===== src/rtl/ps2_tx_if.sv =====
// PS/2 host-transmitter bus bundle: command strobe/byte, pad read-back,
// open-drain pad enables and transfer status.
interface ps2_tx_if;
  logic       wr_ps2;
  logic [7:0] din;
  logic       ps2c;
  logic       ps2d;
  logic       ps2c_oe;
  logic       ps2d_oe;
  logic       tx_idle;
  logic       tx_done_tick;
  logic       tx_err;

  // Command source / pad side
  modport master (
    output wr_ps2, din, ps2c, ps2d,
    input  ps2c_oe, ps2d_oe, tx_idle, tx_done_tick, tx_err
  );

  // Transmitter side
  modport slave (
    input  wr_ps2, din, ps2c, ps2d,
    output ps2c_oe, ps2d_oe, tx_idle, tx_done_tick, tx_err
  );
endinterface


===== src/rtl/ps2_tx.sv =====
// PS/2 host-to-device transmitter. Performs request-to-send (clock held low,
// then start bit), shifts 8 data bits LSB first, odd parity and stop on the
// device's falling clock edges, and reports completion or timeout.
// Optional feature macro: PS2_TX_ACK_EN -- when defined, the device ack bit
// is checked on edge 11 and completion waits for both lines to float high.
module ps2_tx #(
  parameter int INHIBIT_CYCLES = 10000,
  parameter int FILTER_LEN     = 8,
  parameter int TIMEOUT_CYCLES = 2000000
) (
  input  logic     clk,
  input  logic     reset,
  ps2_tx_if.slave  bus
);

  localparam int CNT_MAX = (INHIBIT_CYCLES > TIMEOUT_CYCLES) ? INHIBIT_CYCLES : TIMEOUT_CYCLES;
  localparam int CNT_W   = $clog2(CNT_MAX + 1);
  localparam int FLT_W   = $clog2(FILTER_LEN + 1);

  localparam logic [CNT_W-1:0] INH_LAST = CNT_W'(INHIBIT_CYCLES - 1);
  localparam logic [CNT_W-1:0] TO_LAST  = CNT_W'(TIMEOUT_CYCLES - 1);
  localparam logic [FLT_W-1:0] FLT_LAST = FLT_W'(FILTER_LEN - 1);

  localparam logic [2:0] S_IDLE  = 3'd0;
  localparam logic [2:0] S_RTS   = 3'd1;
  localparam logic [2:0] S_START = 3'd2;
  localparam logic [2:0] S_DATA  = 3'd3;
  localparam logic [2:0] S_STOP  = 3'd4;
`ifdef PS2_TX_ACK_EN
  localparam logic [2:0] S_ACKW  = 3'd5;
`endif

  // Clock line conditioning
  logic             c_meta_q, c_sync_q;
  logic             fc_q, fc_d;
  logic [FLT_W-1:0] fc_cnt_q, fc_cnt_d;
  logic             fall;

  // Transmit FSM state
  logic [2:0]       state_q, state_d;
  logic [8:0]       sr_q, sr_d;
  logic [3:0]       n_q, n_d;
  logic [CNT_W-1:0] cnt_q, cnt_d;
  logic             c_oe_q, c_oe_d;
  logic             d_oe_q, d_oe_d;
  logic             idle_q, idle_d;
  logic             done_q, done_d;
  logic             err_q, err_d;
  logic             timeout;

  // ps2c agreement filter: follow the synchronised pin only after
  // FILTER_LEN consecutive disagreeing samples
  always_comb begin
    fc_d     = fc_q;
    fc_cnt_d = '0;
    if (c_sync_q != fc_q) begin
      if (fc_cnt_q == FLT_LAST) fc_d = c_sync_q;
      else                      fc_cnt_d = fc_cnt_q + 1'b1;
    end
  end

  assign fall = fc_q & ~fc_d;

  // ps2c synchroniser and filter registers; idle line level is high
  always_ff @(posedge clk or negedge reset) begin
    if (!reset) begin
      c_meta_q <= 1'b1;
      c_sync_q <= 1'b1;
      fc_q     <= 1'b1;
      fc_cnt_q <= '0;
    end else begin
      c_meta_q <= bus.ps2c;
      c_sync_q <= c_meta_q;
      fc_q     <= fc_d;
      fc_cnt_q <= fc_cnt_d;
    end
  end

`ifdef PS2_TX_ACK_EN
  logic             d_meta_q, d_sync_q;
  logic             fd_q, fd_d;
  logic [FLT_W-1:0] fd_cnt_q, fd_cnt_d;

  // ps2d agreement filter, same rule as the clock line
  always_comb begin
    fd_d     = fd_q;
    fd_cnt_d = '0;
    if (d_sync_q != fd_q) begin
      if (fd_cnt_q == FLT_LAST) fd_d = d_sync_q;
      else                      fd_cnt_d = fd_cnt_q + 1'b1;
    end
  end

  // ps2d synchroniser and filter registers
  always_ff @(posedge clk or negedge reset) begin
    if (!reset) begin
      d_meta_q <= 1'b1;
      d_sync_q <= 1'b1;
      fd_q     <= 1'b1;
      fd_cnt_q <= '0;
    end else begin
      d_meta_q <= bus.ps2d;
      d_sync_q <= d_meta_q;
      fd_q     <= fd_d;
      fd_cnt_q <= fd_cnt_d;
    end
  end
`endif

  // Transmit sequencing: RTS countdown, bit shifting on device clock falls,
  // and a watchdog that reloads on every fall once the device owns the clock
  always_comb begin
    state_d = state_q;
    sr_d    = sr_q;
    n_d     = n_q;
    cnt_d   = cnt_q;
    c_oe_d  = c_oe_q;
    d_oe_d  = d_oe_q;
    idle_d  = idle_q;
    done_d  = 1'b0;
    err_d   = 1'b0;
    timeout = 1'b0;

    // A fall in the expiry cycle keeps the transfer alive
    if (state_q == S_START || state_q == S_DATA || state_q == S_STOP
`ifdef PS2_TX_ACK_EN
        || state_q == S_ACKW
`endif
       ) begin
      if (fall)                 cnt_d   = '0;
      else if (cnt_q == TO_LAST) timeout = 1'b1;
      else                      cnt_d   = cnt_q + 1'b1;
    end

    case (state_q)
      S_IDLE: begin
        c_oe_d = 1'b0;
        d_oe_d = 1'b0;
        idle_d = 1'b1;
        if (bus.wr_ps2) begin
          sr_d    = {~^bus.din, bus.din};
          cnt_d   = INH_LAST;
          c_oe_d  = 1'b1;
          idle_d  = 1'b0;
          state_d = S_RTS;
        end
      end
      S_RTS: begin
        if (cnt_q == '0) begin
          c_oe_d  = 1'b0;
          d_oe_d  = 1'b1;
          state_d = S_START;
        end else begin
          cnt_d = cnt_q - 1'b1;
        end
      end
      S_START: begin
        if (fall) begin
          d_oe_d  = ~sr_q[0];
          sr_d    = {1'b0, sr_q[8:1]};
          n_d     = '0;
          state_d = S_DATA;
        end
      end
      S_DATA: begin
        if (fall) begin
          if (n_q == 4'd8) begin
            d_oe_d  = 1'b0;
            state_d = S_STOP;
          end else begin
            d_oe_d = ~sr_q[0];
            sr_d   = {1'b0, sr_q[8:1]};
            n_d    = n_q + 1'b1;
          end
        end
      end
      S_STOP: begin
        if (fall) begin
`ifdef PS2_TX_ACK_EN
          if (!fd_q) begin
            state_d = S_ACKW;
          end else begin
            state_d = S_IDLE;
            idle_d  = 1'b1;
            err_d   = 1'b1;
          end
`else
          state_d = S_IDLE;
          idle_d  = 1'b1;
          done_d  = 1'b1;
`endif
        end
      end
`ifdef PS2_TX_ACK_EN
      S_ACKW: begin
        if (fc_q && fd_q) begin
          state_d = S_IDLE;
          idle_d  = 1'b1;
          done_d  = 1'b1;
        end
      end
`endif
      default: begin
        state_d = S_IDLE;
        c_oe_d  = 1'b0;
        d_oe_d  = 1'b0;
        idle_d  = 1'b1;
      end
    endcase

    // Watchdog expiry releases both lines and aborts the transfer
    if (timeout) begin
      state_d = S_IDLE;
      c_oe_d  = 1'b0;
      d_oe_d  = 1'b0;
      idle_d  = 1'b1;
      done_d  = 1'b0;
      err_d   = 1'b1;
      cnt_d   = '0;
    end
  end

  // FSM and registered outputs; reset releases both pads asynchronously
  always_ff @(posedge clk or negedge reset) begin
    if (!reset) begin
      state_q <= S_IDLE;
      sr_q    <= '0;
      n_q     <= '0;
      cnt_q   <= '0;
      c_oe_q  <= 1'b0;
      d_oe_q  <= 1'b0;
      idle_q  <= 1'b1;
      done_q  <= 1'b0;
      err_q   <= 1'b0;
    end else begin
      state_q <= state_d;
      sr_q    <= sr_d;
      n_q     <= n_d;
      cnt_q   <= cnt_d;
      c_oe_q  <= c_oe_d;
      d_oe_q  <= d_oe_d;
      idle_q  <= idle_d;
      done_q  <= done_d;
      err_q   <= err_d;
    end
  end

  assign bus.ps2c_oe      = c_oe_q;
  assign bus.ps2d_oe      = d_oe_q;
  assign bus.tx_idle      = idle_q;
  assign bus.tx_done_tick = done_q;
  assign bus.tx_err       = err_q;

endmodule


===== src/flat_wrapper.sv =====
// flat-port wrapper written by rule: the top's interface ports become plain ports
module ps2_tx_flat 
#(
  parameter int INHIBIT_CYCLES = 10000,
  parameter int FILTER_LEN     = 8,
  parameter int TIMEOUT_CYCLES = 2000000
)
  (clk, reset, bus_wr_ps2, bus_din, bus_ps2c, bus_ps2d, bus_ps2c_oe, bus_ps2d_oe, bus_tx_idle, bus_tx_done_tick, bus_tx_err);
  ps2_tx_if bus_i ();
  input  logic clk;
  input  logic reset;
  input wire logic [$bits(bus_i.wr_ps2)-1:0] bus_wr_ps2;
  input wire logic [$bits(bus_i.din)-1:0] bus_din;
  input wire logic [$bits(bus_i.ps2c)-1:0] bus_ps2c;
  input wire logic [$bits(bus_i.ps2d)-1:0] bus_ps2d;
  output wire logic [$bits(bus_i.ps2c_oe)-1:0] bus_ps2c_oe;
  output wire logic [$bits(bus_i.ps2d_oe)-1:0] bus_ps2d_oe;
  output wire logic [$bits(bus_i.tx_idle)-1:0] bus_tx_idle;
  output wire logic [$bits(bus_i.tx_done_tick)-1:0] bus_tx_done_tick;
  output wire logic [$bits(bus_i.tx_err)-1:0] bus_tx_err;
  assign bus_i.wr_ps2 = bus_wr_ps2;
  assign bus_i.din = bus_din;
  assign bus_i.ps2c = bus_ps2c;
  assign bus_i.ps2d = bus_ps2d;
  assign bus_ps2c_oe = bus_i.ps2c_oe;
  assign bus_ps2d_oe = bus_i.ps2d_oe;
  assign bus_tx_idle = bus_i.tx_idle;
  assign bus_tx_done_tick = bus_i.tx_done_tick;
  assign bus_tx_err = bus_i.tx_err;
  ps2_tx #(.INHIBIT_CYCLES(INHIBIT_CYCLES), .FILTER_LEN(FILTER_LEN), .TIMEOUT_CYCLES(TIMEOUT_CYCLES)) u_core (.clk(clk), .reset(reset), .bus(bus_i));
endmodule

===== config.mk =====
export PLATFORM = sky130hd
export DESIGN_NAME = ps2_tx_flat
export DESIGN_NICKNAME = d
export VERILOG_FILES = /design/src/rtl/ps2_tx_if.sv /design/src/rtl/ps2_tx.sv /design/src/flat_wrapper.sv
export SDC_FILE = /design/constraint.sdc
export NUM_CORES = 1
export LEC_CHECK = 0
export ABC_CLOCK_PERIOD_IN_PS = 2520
export BUFFER_PORTS_ARGS = -buffer_cell sky130_fd_sc_hd__clkbuf_2
export CAP_MARGIN = 5
export CORE_ASPECT_RATIO = 1.25
export CORE_MARGIN = 2
export CORE_UTILIZATION = 50
export DETAILED_ROUTE_END_ITERATION = 8
export GPL_ROUTABILITY_DRIVEN = 0
export PLACE_DENSITY_LB_ADDON = 0.12
export SLEW_MARGIN = 40
export SYNTH_ARGS = -nofsm -noshare
export SYNTH_HDL_FRONTEND = slang
export SYNTH_SLANG_ARGS = --single-unit

===== constraint.sdc =====
create_clock -name clk -period 2.52 [get_ports clk]
set_input_delay 0.126 -clock clk [delete_from_list [all_inputs] [get_ports clk]]
set_output_delay 0.126 -clock clk [all_outputs]
set_load 0.03 [all_outputs]

* Word-level counts from Yosys, hierarchy flattened
Cells that the tools add are included.
** Word-level totals
- Input port bits :: 13
- Flip-flop bits (word level) :: 49
- Output and inout bits :: 5
- Memories kept :: 0
- Logic and storage cells :: 105
- ROM bits :: 0
- Bits in latches :: 0
- Memory bits (writable) :: 0
** Operators by class
- Reductions and logical operators :: 15
- Muxes and demuxes :: 49
- Div/mod/pow operators :: 0
- $add $sub $neg :: 4
- Shift-type cells :: 0
- Multiply operators :: 0
- Bitwise logic cells :: 3
- Eq/ne operators :: 21
- Order comparisons :: 0
** Operator list (number)
- 2-to-1 mux 21 bit :: 6
- case mux 21 bit (2 select lines) :: 1
- 2-to-1 mux 9 bit :: 4
- case mux 9 bit (3 select lines) :: 1
- adder 21 x 1 -> 21 bit, second input constant :: 1
- equality test 21 bit, second input constant :: 1
- zero test 21 bit :: 1
- 2-to-1 mux 3 bit :: 7
- subtractor 21 x 1 -> 21 bit, second input constant :: 1
- 2-to-1 mux 1 bit :: 20
- 2-to-1 mux 4 bit :: 5
- case mux 3 bit (5 select lines) :: 1
- inequality test 3 x 1 -> 1 bit, second input constant :: 4
- inequality test 2 x 1 -> 1 bit, second input constant :: 5
- adder 4 x 1 -> 4 bit, second input constant :: 2
- case mux 4 bit (2 select lines) :: 1
- AND reduction 4 bit :: 2
- XNOR reduction 8 bit :: 1
- equality test 3 x 2 -> 1 bit, second input constant :: 2
- inequality test 3 x 2 -> 1 bit, second input constant :: 2
- case mux 1 bit (3 select lines) :: 2
- AND reduction 6 bit :: 1
- OR reduction 3 bit :: 2
- AND reduction 5 bit :: 1
- 14 further kinds :: 18

* Depth between registers and ports, before layout
- Depth in word-level cells :: 10
- Mapped depth :: 11
- Gate-level depth less buffers :: 8

* Worst setup path before layout
OpenSTA, ideal clock, no wires.
- Kind :: reg-to-reg
- From :: reg u_core.cnt_q[0]
- To :: reg u_core.c_oe_q, in the netlist u_core.bus.ps2c_oe
- Period minus slack after synthesis :: 2.645 ns
- Required time :: 2.400 ns
- Setup slack :: -0.125 ns
- Stages on the path, launching flop included :: 11
- Path buffers :: 3
- Setup time :: 0.120 ns
- Arrival time :: 2.526 ns
- Cells stage by stage :: dfrtp_1 -> clkbuf_1 -> inv_1 -> ha_1 -> or4b_1 -> buf_2 -> or4_4 -> o21ai_2 -> buf_6 -> nand2_1 -> a31o_1
** On the way
- Word-level cells in the longest chain between the ends :: 6
- Elaborated cells between the ends (all ways) :: 9
- Classes of those cells :: 3 x eq/ne; 4 x mux; 2 x reduce/logical
** RTL lines
- start, declared :: line ps2_tx.sv:43 : logic [CNT_W-1:0] cnt_q, cnt_d;
- start signal, assigned :: line ps2_tx.sv:239 : cnt_q <= cnt_d;
- equality test 21 bit :: line ps2_tx.sv:131 : else if (cnt_q == TO_LAST) timeout = 1'b1;
- 2-to-1 mux 1 bit :: line ps2_tx.sv:131
- 2-to-1 mux 1 bit :: line ps2_tx.sv:130 : if (fall) cnt_d = '0;
- 2-to-1 mux 1 bit :: line ps2_tx.sv:125 : if (state_q == S_START || state_q == S_DATA || state_q == S_STOP
- inequality test 3 x 1 -> 1 bit (no line) or inequality test 2 x 1 -> 1 bit (tied branches)
- AND reduction 2 bit (no line)
- end signal, assigned :: line ps2_tx.sv:240 : c_oe_q <= c_oe_d;
- end, declared :: line ps2_tx.sv:44 : logic c_oe_q, c_oe_d;
Parallel ways exist; a longest one is shown, timed or not.
A chain may end at the register's enable or synchronous reset.

* Final worst setup path
- From :: reg u_core.cnt_q[13]
- To :: reg u_core.cnt_q[7]
** On the way
- Word-level cells in the longest chain between the ends :: 7
- Elaborated cells between the ends (all ways) :: 12
- Classes of those cells :: 1 x eq/ne; 10 x mux; 1 x reduce/logical
** RTL lines
- equality test 21 bit :: line ps2_tx.sv:131
- 2-to-1 mux 21 bit :: line ps2_tx.sv:131
- 2-to-1 mux 21 bit :: line ps2_tx.sv:130
- 2-to-1 mux 21 bit :: line ps2_tx.sv:125
- 2-to-1 mux 21 bit (on tied branches) :: line ps2_tx.sv:149, ps2_tx.sv:140
- case mux 21 bit (2 select lines) :: line ps2_tx.sv:135 : case (state_q)
- 2-to-1 mux 21 bit (*) :: line ps2_tx.sv:212 : if (timeout) begin
- net u_core.cnt_d[7] :: line ps2_tx.sv:43
The timed path passes the listed nets; every way through them passes the cells marked *.

==> results by group <==
Logic synthesis
  – Cell taking the most area after synthesis: dfrtp_1
  – Share of the yosys chip area belonging to registers: a little over a third
  – Yosys synthesis warning count: 0
  – Count of cell types in the netlist: 72
  – Proportion of register bits with asynchronous set or reset after synthesis: 100.0%
  – Mean post-synth cell area: 8.528 um^2
  – Net count of the mapped netlist: slightly above 400
  – Ys flop type: dfrtp_1
  – Synth top area cells: dfrtp_1 (33%), nand2_1 (5.7%), nor3_1 (4.7%)
  – Synthesized instance count: roughly 400
  – Cell area after synthesis: 3386 um^2
  – Share of Yosys cell area claimed by the top area cell type: between 30% and 40%
  – Count of flip-flops with a built-in enable after synthesis: 0
  – Number of register bits inferred by synthesis: 49

STA
  – Minimum clock period: approximately 2.5 ns
  – Transition time at the pin with the least slew margin: 0.6360 ns
  – Number of endpoints with negative hold slack in the final report: 0
  – Setup violations, final: 0
  – Final worst clock skew: 0.007375 ns
  – Total Negative Setup Slacks: 0 ns
  – Slew Limit Fails: 0
  – Max transition margin: just under 60%
  – Max Clk Rate: around 400 MHz
  – Post-route clock period utilization: 99.15%

Clocking
  – H-tree depth reported by CTS: 2
  – Number of clock buffers inserted by TritonCTS: 5
  – Worst-path clk slew: about 0.090 ns
  – Clk Latency, worst-skew pair: around 0.31 ns
  – Total number of clock tree sinks: 49
  – Clk Tree Root Cell: clkbuf_8
  – Clock tree buffer depth: 2
  – TritonCTS clock tree: yes

Placed design
  – Cell area after placement: slightly below 4000 um^2
  – Post-DP HPWL: approximately 6600 um
  – Placed Instances: about 530
  – Count of input and output buffers: 16

Critical path
  – Number of stages on the worst setup path: 7
  – Bufs and invs on worst path: 1
  – Highest cell delay on the worst timing path: roughly 0.58 ns
  – Cells traversed along the worst timing path: or4_4 -> or3_4 -> or4_4 -> clkinv_4 -> nor2_2 -> a211oi_2 -> a31oi_1
  – CP Launch Type: register
  – Critical Path Slowest Stage Cell: or4_4
  – Crit path kind: reg2reg
  – Element type at the critical path end: register
  – Data required time at the worst endpoint: between 2 and 3 ns
  – Worst R2R Path Depth: 7
  – WP data arrival: approximately 2.7 ns
  – Cell mode on critical path: or4_4
  – Maximum fanout encountered on the critical timing path: 7
  – Crit path max-delay family: simple AND/OR/NAND/NOR gates

Pwr
  – Power density relative to cell area: about 520 nW/um^2
  – Peak ir drop on the vdd network: between 0.3 and 0.4 mV
  – Static Leak: roughly 1.7 nW

Floorplanning
  – Core Rows: 33
  – Effective utilization at floorplan: between 50% and 60%
  – Core area: 6565 um^2
  – Vertical die dimension: 96 um
  – Top-level I/O count: 18
  – Die Span X: ~78 um
  – Die outline area: about 7400 um^2

Final layout
  – Antenna diode count: 0
  – Post-Route Utilization: just over 60%
  – Highest-count cells in the layout ignoring fill and taps: buf_4 (59), nand2_1 (50), dfrtp_1 (45), nor2_1 (32), nor3_1 (31)
  – Area added between synthesis and finish: 20.95%
  – # fillers: approximately 560
  – Fraction of layout instances using a drive strength above 1: roughly 28%
  – Total number of nets in the final design: 472
  – Leading cell type in the layout, fill and taps excluded: buf_4
  – Final design area excluding fillers: slightly above 4000 um^2
  – Layout Cells excl Fill: about 540

Worst hold path
  – Hold crit path type: in2reg
  – Cell depth of the worst hold path: 4

GRT
  – GR Util All Layers: around a quarter
  – Overall overflow remaining after global route: 0
  – Via count of the first global-routing pass: ~3200
  – Wire length of the first global-routing pass: approximately 15000 um
  – Maximum number of pins on one net before global-route repair: 50
  – Antenna violations before repair: 0

Routing
  – DRC violations left: 0
  – Number of vias per cell after detailed routing: approximately 6
  – First-pass iteration count of the detailed router: 4
  – Antenna-violating nets left: 0
  – Number of DRC markers in iteration 0: 168
  – Vias post-DR: 3303
  – Wire length per cell after detailed routing: around 17 um
  – Wirelength, routed: roughly 9100 um

Job
  – Max-cap violation count: 0

Run status
  – Status: finished clean
[routing by layer]
layer  global-route usage [%]  wire (um)
met4                    13.39        435
met1                    31.13       3822
met5                        0          0
met2                    45.04       4430
met3                    3.565        400
[kinds of logic after synthesis]
family	count (synthesis)	share of synthesized area, %
adder cells (fa/ha/maj)	5	1.848
multiplexers	12	3.917
AO/OA/AOI/OAI	86	18.59
XOR/XNOR	20	5.174
buffers and inverters	39	5.802
flip-flops	49	36.36
AND/OR/NAND/NOR	186	28.31
[Yosys cell counts, types with 3 or more instances]
library cell	count
a22oi_1	3
dfrtp_1	45
or2_2	3
nand3_1	13
xnor2_1	12
buf_2	6
inv_1	10
xor2_1	8
o21ai_1	6
nor2_1	32
ha_1	5
a22o_1	5
clkbuf_1	17
a21o_1	4
nand2b_1	4
nor4_1	6
dfstp_2	4
a21oi_1	16
a211oi_1	3
a31oi_1	6
nand3b_1	3
a32oi_1	3
o21a_1	4
and3_1	6
mux2_2	10
o21ai_0	7
or4_1	6
or3_1	7
nand4_1	5
buf_6	5
nor3_1	32
nand2_1	51
[per-stage QoR]
| step | setup WS, ns | hold slack, ns | power (mW) |
|---|---|---|---|
| finish | 0.02144 | 0.1601 | 2.120 |
| global route | -0.03038 | 0.1737 | 2.250 |
| CTS | 0.005850 | 0.1559 | 2.121 |
| detailed placement | -0.04310 | 0.2155 | 1.553 |
| global placement | -0.01855 | 0.2141 | 1.533 |
| floorplan | 0.02858 | -0.1696 | 1.356 |
[report_power, final]
group          internal [mW]  leakage, nW  switching [mW]  total, mW
registers              0.876        0.560          0.0545      0.930
logic                  0.277         1.13           0.354      0.631
clock network          0.295       0.0552           0.264      0.559
total                   1.45         1.74           0.673       2.12
[state kept, by name, summed over array words and instances (netlist names)]
name / cells
u_core.cnt_q: 21
u_core.sr_q: 9
u_core.fc_cnt_q: 4
u_core.n_q: 4
u_core.state_q: 3
u_core.bus.ps2c_oe: 1
u_core.bus.ps2d_oe: 1
u_core.bus.tx_done_tick: 1
u_core.bus.tx_err: 1
u_core.bus.tx_idle: 1
u_core.c_meta_q: 1
u_core.c_sync_q: 1
u_core.fc_q: 1
[tightest hold or removal path, cell delays in order]
cell and delay (ns):
clkbuf_2 0.09, nand2_1 0.04, nand2_1 0.05, mux2_2 0.12
[path summary, 6_finish.rpt]
check,start,endpoint,slack (ns)
worst max-delay path,u_core.cnt_q[13],u_core.cnt_q[7],0.02
worst min-delay path,bus_din[6],u_core.sr_q[6],0.16
worst max register to register,u_core.cnt_q[13],u_core.cnt_q[7],0.02
max in group asynchronous,reset,u_core.cnt_q[19],1.63
min in group asynchronous,reset,u_core.bus.tx_err,0.45
worst min register to register,u_core.c_meta_q,u_core.c_sync_q,0.36
[timing repair]
action / 4_1_cts / 5_1_grt
gates resized for setup: 3 / 12
endpoints found under the setup margin: 7 / 17
endpoints found under the hold margin: 46 / 0
buffers inserted: 2 / 4
hold buffers: 2 / 0
pin swaps: 0 / 5
[cell type report]
class                           instances  area [um^2]  area share, %
Inverter                               11        46.29          1.130
Sequential cell                        49         1231          30.06
Multi-Input combinational cell        309         2047          49.98
Clock buffer                            6        72.57          1.772
Clock inverter                          2        35.03         0.8555
Timing Repair Buffer                   78        554.3          13.53
Tap cell                               87        108.9          2.658
(Power assumes the default switching activity.)
